[config.mk]
export PLATFORM = sky130hd
export DESIGN_NAME = fifo_fwft_param_flat
export DESIGN_NICKNAME = d
export VERILOG_FILES = /design/src/rtl/fifo_fwft_param_if.sv /design/src/rtl/fifo_fwft_param.sv /design/src/flat_wrapper.sv
export SDC_FILE = /design/constraint.sdc
export NUM_CORES = 1
export LEC_CHECK = 0
export ABC_AREA = 1
export CAP_MARGIN = 20
export CORE_UTILIZATION = 50
export DETAILED_ROUTE_END_ITERATION = 12
export GPL_ROUTABILITY_DRIVEN = 0
export MAX_ROUTING_LAYER = met4
export PLACE_DENSITY = 0.79
export REMOVE_ABC_BUFFERS = 1
export SLEW_MARGIN = 30
export SYNTH_ARGS = -nofsm -noshare
export SYNTH_HDL_FRONTEND = slang
export SYNTH_SLANG_ARGS = --single-unit
export TNS_END_PERCENT = 100
[constraint.sdc]
create_clock -name clk -period 5.38 [get_ports clk]
set_input_delay 0.807 -clock clk [delete_from_list [all_inputs] [get_ports clk]]
set_output_delay 0.807 -clock clk [all_outputs]
set_load 0.05 [all_outputs]
[src/rtl/fifo_fwft_param_if.sv]
// Handshake bundle between a producer/consumer pair and fifo_fwft_param.
// master drives requests, slave is the FIFO returning head data and status.
interface fifo_fwft_param_if #(
  parameter int DATA_WIDTH = 8,
  parameter int ADDR_SIZE  = 4
);
  logic                  flush;
  logic                  write_en;
  logic [DATA_WIDTH-1:0] write_data;
  logic                  read_en;
  logic [DATA_WIDTH-1:0] read_data;
  logic                  empty;
  logic                  full;
  logic                  almost_empty;
  logic                  almost_full;
  logic [ADDR_SIZE:0]    count;
  logic                  overflow;
  logic                  underflow;

  modport master (
    output flush,
    output write_en,
    output write_data,
    output read_en,
    input  read_data,
    input  empty,
    input  full,
    input  almost_empty,
    input  almost_full,
    input  count,
    input  overflow,
    input  underflow
  );

  modport slave (
    input  flush,
    input  write_en,
    input  write_data,
    input  read_en,
    output read_data,
    output empty,
    output full,
    output almost_empty,
    output almost_full,
    output count,
    output overflow,
    output underflow
  );
endinterface

[src/rtl/fifo_fwft_param.sv]
// Parametrised first-word-fall-through FIFO with occupancy count,
// programmable almost flags, synchronous flush and sticky error flags.
module fifo_fwft_param #(
  parameter int DATA_WIDTH         = 8,
  parameter int ADDR_SIZE          = 4,
  parameter int ALMOST_FULL_LEVEL  = 14,
  parameter int ALMOST_EMPTY_LEVEL = 2
) (
  input  logic             clk,
  input  logic             reset,
  fifo_fwft_param_if.slave bus
);

  localparam int DEPTH = 1 << ADDR_SIZE;
  localparam int PW    = ADDR_SIZE + 1;

  localparam logic [PW-1:0] DEPTH_C = PW'(DEPTH);
  localparam logic [PW-1:0] AF_C    = PW'(ALMOST_FULL_LEVEL);
  localparam logic [PW-1:0] AE_C    = PW'(ALMOST_EMPTY_LEVEL);

  if (ADDR_SIZE < 1) begin : g_bad_addr
    $error("fifo_fwft_param: ADDR_SIZE must be >= 1");
  end
  if (ALMOST_FULL_LEVEL < 1 || ALMOST_FULL_LEVEL > DEPTH) begin : g_bad_af
    $error("fifo_fwft_param: ALMOST_FULL_LEVEL out of 1..DEPTH");
  end
  if (ALMOST_EMPTY_LEVEL < 0 ||
      ALMOST_EMPTY_LEVEL > DEPTH - 1) begin : g_bad_ae
    $error("fifo_fwft_param: ALMOST_EMPTY_LEVEL out of 0..DEPTH-1");
  end

  logic [DATA_WIDTH-1:0] mem [DEPTH];

  logic [PW-1:0]        wr_ptr;
  logic [PW-1:0]        rd_ptr;
  logic [PW-1:0]        cnt;
  logic [ADDR_SIZE-1:0] wr_idx;
  logic [ADDR_SIZE-1:0] rd_idx;
  logic                 ovf;
  logic                 unf;
  logic                 is_empty;
  logic                 is_full;
  logic                 rd_acc;
  logic                 wr_acc;

  assign wr_idx = wr_ptr[ADDR_SIZE-1:0];
  assign rd_idx = rd_ptr[ADDR_SIZE-1:0];

  // Status and acceptance; flush blocks both sides for the cycle.
  always_comb begin
    is_empty = (cnt == '0);
    is_full  = (cnt == DEPTH_C);
    rd_acc   = bus.read_en && !is_empty && !bus.flush;
    wr_acc   = bus.write_en && (!is_full || rd_acc) && !bus.flush;
  end

  assign bus.empty        = is_empty;
  assign bus.full         = is_full;
  assign bus.almost_empty = (cnt <= AE_C);
  assign bus.almost_full  = (cnt >= AF_C);
  assign bus.count        = cnt;
  assign bus.overflow     = ovf;
  assign bus.underflow    = unf;
  assign bus.read_data    = is_empty ? '0 : mem[rd_idx];

  // Storage array; contents survive reset and flush.
  always_ff @(posedge clk) begin
    if (wr_acc) begin
      mem[wr_idx] <= bus.write_data;
    end
  end

  // Pointers and occupancy.
  always_ff @(posedge clk or negedge reset) begin
    if (!reset) begin
      wr_ptr <= '0;
      rd_ptr <= '0;
      cnt    <= '0;
    end else if (bus.flush) begin
      wr_ptr <= '0;
      rd_ptr <= '0;
      cnt    <= '0;
    end else begin
      if (wr_acc) begin
        wr_ptr <= wr_ptr + 1'b1;
      end
      if (rd_acc) begin
        rd_ptr <= rd_ptr + 1'b1;
      end
      unique case (1'b1)
        wr_acc && !rd_acc: cnt <= cnt + 1'b1;
        rd_acc && !wr_acc: cnt <= cnt - 1'b1;
        default:           cnt <= cnt;
      endcase
    end
  end

  // Sticky error flags, cleared only by reset or flush.
  always_ff @(posedge clk or negedge reset) begin
    if (!reset) begin
      ovf <= 1'b0;
      unf <= 1'b0;
    end else if (bus.flush) begin
      ovf <= 1'b0;
      unf <= 1'b0;
    end else begin
      if (bus.write_en && !wr_acc) begin
        ovf <= 1'b1;
      end
      if (bus.read_en && !rd_acc) begin
        unf <= 1'b1;
      end
    end
  end

  // Occupancy must always equal the pointer distance.
  a_cnt_ptr: assert property (
    @(posedge clk) disable iff (!reset)
    cnt == PW'(wr_ptr - rd_ptr)
  );

  // Occupancy never exceeds the array size.
  a_cnt_max: assert property (
    @(posedge clk) disable iff (!reset)
    cnt <= DEPTH_C
  );

endmodule

[src/flat_wrapper.sv]
// flat-port wrapper written by rule: the top's interface ports become plain ports
module fifo_fwft_param_flat 
#(
  parameter int DATA_WIDTH         = 8,
  parameter int ADDR_SIZE          = 4,
  parameter int ALMOST_FULL_LEVEL  = 14,
  parameter int ALMOST_EMPTY_LEVEL = 2
)
  (clk, reset, bus_flush, bus_write_en, bus_write_data, bus_read_en, bus_read_data, bus_empty, bus_full, bus_almost_empty, bus_almost_full, bus_count, bus_overflow, bus_underflow);
  fifo_fwft_param_if #(.DATA_WIDTH(DATA_WIDTH), .ADDR_SIZE(ADDR_SIZE)) bus_i ();
  input  logic clk;
  input  logic reset;
  input wire logic [$bits(bus_i.flush)-1:0] bus_flush;
  input wire logic [$bits(bus_i.write_en)-1:0] bus_write_en;
  input wire logic [$bits(bus_i.write_data)-1:0] bus_write_data;
  input wire logic [$bits(bus_i.read_en)-1:0] bus_read_en;
  output wire logic [$bits(bus_i.read_data)-1:0] bus_read_data;
  output wire logic [$bits(bus_i.empty)-1:0] bus_empty;
  output wire logic [$bits(bus_i.full)-1:0] bus_full;
  output wire logic [$bits(bus_i.almost_empty)-1:0] bus_almost_empty;
  output wire logic [$bits(bus_i.almost_full)-1:0] bus_almost_full;
  output wire logic [$bits(bus_i.count)-1:0] bus_count;
  output wire logic [$bits(bus_i.overflow)-1:0] bus_overflow;
  output wire logic [$bits(bus_i.underflow)-1:0] bus_underflow;
  assign bus_i.flush = bus_flush;
  assign bus_i.write_en = bus_write_en;
  assign bus_i.write_data = bus_write_data;
  assign bus_i.read_en = bus_read_en;
  assign bus_read_data = bus_i.read_data;
  assign bus_empty = bus_i.empty;
  assign bus_full = bus_i.full;
  assign bus_almost_empty = bus_i.almost_empty;
  assign bus_almost_full = bus_i.almost_full;
  assign bus_count = bus_i.count;
  assign bus_overflow = bus_i.overflow;
  assign bus_underflow = bus_i.underflow;
  fifo_fwft_param #(.DATA_WIDTH(DATA_WIDTH), .ADDR_SIZE(ADDR_SIZE), .ALMOST_FULL_LEVEL(ALMOST_FULL_LEVEL), .ALMOST_EMPTY_LEVEL(ALMOST_EMPTY_LEVEL)) u_core (.clk(clk), .reset(reset), .bus(bus_i));
endmodule
Word-level counts from Yosys, hierarchy flattened --
Memory sizes are Yosys's and may differ from the RTL's. Cells that the tools add are included.
Word-level totals: word-level logic and storage cells 46, flip-flop bits (word level) 17, bits of input ports 13, memories 1, RAM bits 128
Memories:
- u_core.mem | words 16, width 8, read ports 1, clocked after Yosys merged registers in 0, wr ports 1, line fifo_fwft_param.sv:32 | logic [DATA_WIDTH-1:0] mem [DEPTH];
Cells by class: $add $sub $neg 4, order comparisons 2, reductions and logical operators 20, equal/unequal tests 1, mux-type cells 13
Operators with widths (number):
- $mux W5 | 5
- $add A5 B1 Y5 const B | 3
- $pmux W5 S2 | 1
- $logic_and A1 B1 Y1 | 8
- $mux W8 | 1
- $reduce_bool A2 Y1 | 4
- $mux W1 | 6
- $eq A5 B5 Y1 const B | 1
- $ge A5 B4 Y1 const B | 1
- $le A5 B2 Y1 const B | 1
- $logic_not A1 Y1 | 5
- $logic_not A5 Y1 | 1
- $sub A5 B1 Y5 const B | 1
- $reduce_bool A3 Y1 | 1
- $logic_or A1 B1 Y1 | 1

Depth between registers and ports, before layout --
word-level depth 11, gate-level depth with buffers 11

Worst setup path before layout --
OpenSTA, ideal clock, no wires.
kind register to output, from register u_core.cnt[0], in the netlist u_core.bus.count[0], to output port bus_read_data[0], setup slack 2133 ps, arrival 2440 ps, cell stages (with the launch flop) 5, buffers on the path 0, cells stage by stage dfrtp_1 -> inv_1 -> nand3_4 -> clkinv_1 -> a21oi_1
On the way: cells in the longest elaborated chain, start to end 2
Ends and longest elaborated chain:
- start: declaration | line fifo_fwft_param.sv:36 | logic [PW-1:0] cnt;
- start signal: assignment | line fifo_fwft_param.sv:91 | wr_acc && !rd_acc: cnt <= cnt + 1'b1;
- start signal: assignment | line fifo_fwft_param.sv:92 | rd_acc && !wr_acc: cnt <= cnt - 1'b1;
- start signal: assignment | line fifo_fwft_param.sv:93 | default: cnt <= cnt;
- $logic_not A5 Y1 | line fifo_fwft_param.sv:51 | is_empty = (cnt == '0);
- via bus_empty | line flat_wrapper.sv:18 | output wire logic [$bits(bus_i.empty)-1:0] bus_empty;
- $mux W8 | line fifo_fwft_param.sv:64 | assign bus.read_data = is_empty ? '0 : mem[rd_idx];
- end: declaration | line flat_wrapper.sv:17 | output wire logic [$bits(bus_i.read_data)-1:0] bus_read_data;
The timed path passes the listed nets, and every way through them passes these cells.

Final worst setup path --
from register u_core.rd_ptr[2], to output port bus_read_data[6]
On the way: cells in the longest elaborated chain, start to end 2
Ends and longest elaborated chain:
- start: declaration | line fifo_fwft_param.sv:35 | logic [PW-1:0] rd_ptr;
- start signal: assignment | line fifo_fwft_param.sv:88 | rd_ptr <= rd_ptr + 1'b1;
- $mem_v2 Z16 W8
- $mux W8 | line fifo_fwft_param.sv:64
Every way passes these cells.

==> qor.yml <==
routing:
  vias: 4085
  viasPerCell: 5.95
  drt_pass1_iterations: 6
  routed_wl_um: 13500
  wl_per_cell_um: 19.6
  drc: 0
  drtIter0Drc: 676
  antenna_left: 0
timing:
  hold_ws_ps: 504
  fmax_ghz: 0.236
  period_needed_ps: 4240
  rsz0062_at_grt: "false"
  setup_tns_ps: 0
  fin_skew_ps: 9.93
  hold_viol_final: 0
  tightest_slew_ps: 947
  setup_violations: 0
  post-route-worst-setup-slack_ps: 1140
  fin_crit_sh_pct: 78.9
  slew_headroom_pct: 36.6
  drv_slew: 0
worst_setup_path:
  critPathRequiredTime_ps: 4570
  worstSetupEndpointType: "primary output"
  crit_type: "flop to primary output"
  crit_fanout: 18
  startpoint_type: "flop"
  rrSetupSlack_ps: 3020
  setup.worst_path.start: "u_core.rd_ptr[2]$_DFFE_PN0P_"
  cp.arrival_ps: 3440
  timing.rr.start: "u_core.bus.count[0]$_DFFE_PN0P_"
yosys:
  synth_mux_area_share_pct: 0
  synth-seq-cells: 143
  synth-adder-area-share_pct: 1.44
  synthTopCellsByCount: "edfxtp_1 (128), nor2_1 (88), o21ai_0 (72)"
  synth_compound_area_share_pct: 12.5
  synth-xor-area-share_pct: 0.574
  ys_seq_area_share_pct: 69.1
  synth.distinct_cells: 36
  syn_area_per_cell_sq_um: 12.4
  synthArstFlopShare_pct: 10.5
  yosysWarnings: 0
  synth_largest_area_cell: "edfxtp_1"
  yosys.area_share.simple_pct: 12.3
  synthFlopType: "edfxtp_1"
  synth_top_family_by_area: "compound AO/OA/AOI/OAI gates"
  synth_area_sq_um: 6100
  synthMostInstantiatedCell: "edfxtp_1"
  synth-edff-count: 128
  synth_top_area_share_pct: 63.0
  syn_inst: 493
  synth_area_leaders: "edfxtp_1 (63%), dfrtp_1 (6.2%), o21ai_0 (5.9%), nor2_1 (5.4%), o221ai_1 (2.9%)"
place:
  postPlaceCellArea_sq_um: 6570
  port_buffers: 31
  pre_cts_slack_ps: 1720
  post-dp-hpwl_um: 8300
  placed_cells: 656
worst_hold_path:
  hold_path.class: "flop to flop"
  hp-start: "u_core.bus.overflow$_DFFE_PN0P_"
die:
  die_y_um: 112
  start_util_pct: 52.3
  dieArea_sq_um: 12600
  io_pins: 32
  rows: 39
  die_w_um: 112
  core-area_sq_um: 11700
cts:
  cts_made_buffers: 17
  clock_latency_ps: 420
  h-tree-depth: 4
  ctsHoldBuffers: 0
  path_clk_slew_ps: 60
  cts_buffer_depth: 2
  tritoncts: "built"
  cts-root-buf: "clkbuf_16"
  cts_resized: 0
  clkSinkCount: 143
  postCtsSetupBuffers: 0
run_status:
  status: "complete, no violations"
cells_and_area:
  fin_nets: 552
  final_cells: 687
  antennaDiodeCount: 0
  stdcell_area_sq_um: 7150
  nFillCells: 856
  area_growth_syn_to_layout_pct: 17.2
  drive_gt1_share_pct: 11.9
global_routing:
  grt_pass1_wl_um: 21300
  grt_pass1_vias: 4110
  gr-total-overflow: 0
  grt_antenna_before_repair: 0
  grt_max_degree: 67
  grtUsageTotal_pct: 23.7
power_and_ir_drop:
  vdd_drop_max_uv: 222
  power_leakage_uw: 0.00248
  p_per_area_nw_per_um2: 412
flow_run:
  drv_cap: 0
metal layers:
metal	track usage, %	part of all wire [%]	vias to the layer above
met5	-	0	-
li1	-	-	1882
met4	11.6	3.2	0
met2	37.4	49	205
met3	6.10	6.9	31
met1	28.7	40	1967
kinds of logic after synthesis:
group / after synthesis
xor gates and xnor gates: 4
buffers and inverters: 52
and+or+nand+nor: 156
AOI/OAI and AO/OA: 131
DFF: 143
adders and majority gates: 7
power by group:
group | internal, uW | switching [uW]
registers | 1230 | 15.4
clock network | 718 | 423
logic | 162 | 396
total | 2110 | 834
area by class of cell:
| type | instances | area [sq um] | share of cell area (%) |
|---|---|---|---|
| repair buffers | 46 | 423 | 5.92 |
| clock buffers | 18 | 429 | 6.00 |
| inverters | 26 | 110 | 1.54 |
| clock inverters | 13 | 148 | 2.07 |
| multi-input cells | 298 | 1640 | 22.9 |
| flip-flops and latches | 143 | 4220 | 59.0 |
| well taps | 143 | 179 | 2.50 |
layout by cell type, fill, tap and decap left out, types with 2 or more instances in the layout:
| cell type | synthesis | final |
|---|---|---|
| nor3_2 | 1 | 2 |
| dfrtp_1 | 15 | 14 |
| o21ai_0 | 72 | 72 |
| clkdlybuf4s50_1 | 0 | 31 |
| clkinv_4 | 0 | 3 |
| nor2_1 | 88 | 88 |
| inv_1 | 19 | 19 |
| nor3_1 | 14 | 13 |
| buf_4 | 3 | 15 |
| edfxtp_1 | 128 | 128 |
| a21oi_1 | 12 | 12 |
| bufinv_16 | 0 | 3 |
| nand2_2 | 3 | 3 |
| o22ai_1 | 14 | 14 |
| clkinv_1 | 2 | 7 |
| nand2_1 | 19 | 19 |
| o21ai_1 | 9 | 9 |
| xor2_1 | 3 | 3 |
| nor2_2 | 2 | 2 |
| clkbuf_16 | 0 | 17 |
| inv_2 | 3 | 3 |
| ha_1 | 7 | 7 |
| nand3_1 | 18 | 18 |
| nand3_4 | 3 | 3 |
| nand2_4 | 4 | 4 |
| o221ai_1 | 20 | 20 |
registers in the layout, summed over array words and instances, names as in the netlist:
signal and cells:
u_core.mem 128, u_core.bus.underflow 1, u_core.bus.overflow 1, u_core.rd_ptr 4, u_core.wr_ptr 4, u_core.bus.count 5
critical path, stage by stage, from the launching register on:
cell and delay, ps:
dfrtp_1 800, clkinv_1 670, o221ai_1 260, nand3_1 140, a21oi_1 280, clkdlybuf4s50_1 860
per-stage QoR:
stage	total power, uW	util [%]
detailed placement	1820	56.4
global route	3040	61.3
floorplan	1630	-
finish	2940	61.3
CTS	2950	61.3
global placement	1810	56.3
worst paths after layout:
check	endpoint	depth (start not counted)
max reg2reg	u_core.mem[0][6]$_DFFE_PP_	8
min in group asynchronous	u_core.bus.underflow$_DFFE_PN0P_	1
min	u_core.bus.overflow$_DFFE_PN0P_	1
max in group asynchronous	u_core.rd_ptr[0]$_DFFE_PN0P_	1
max	bus_read_data[6]	5
min reg2reg	u_core.bus.overflow$_DFFE_PN0P_	1
Note: power is estimated with default switching activity, not from simulation.
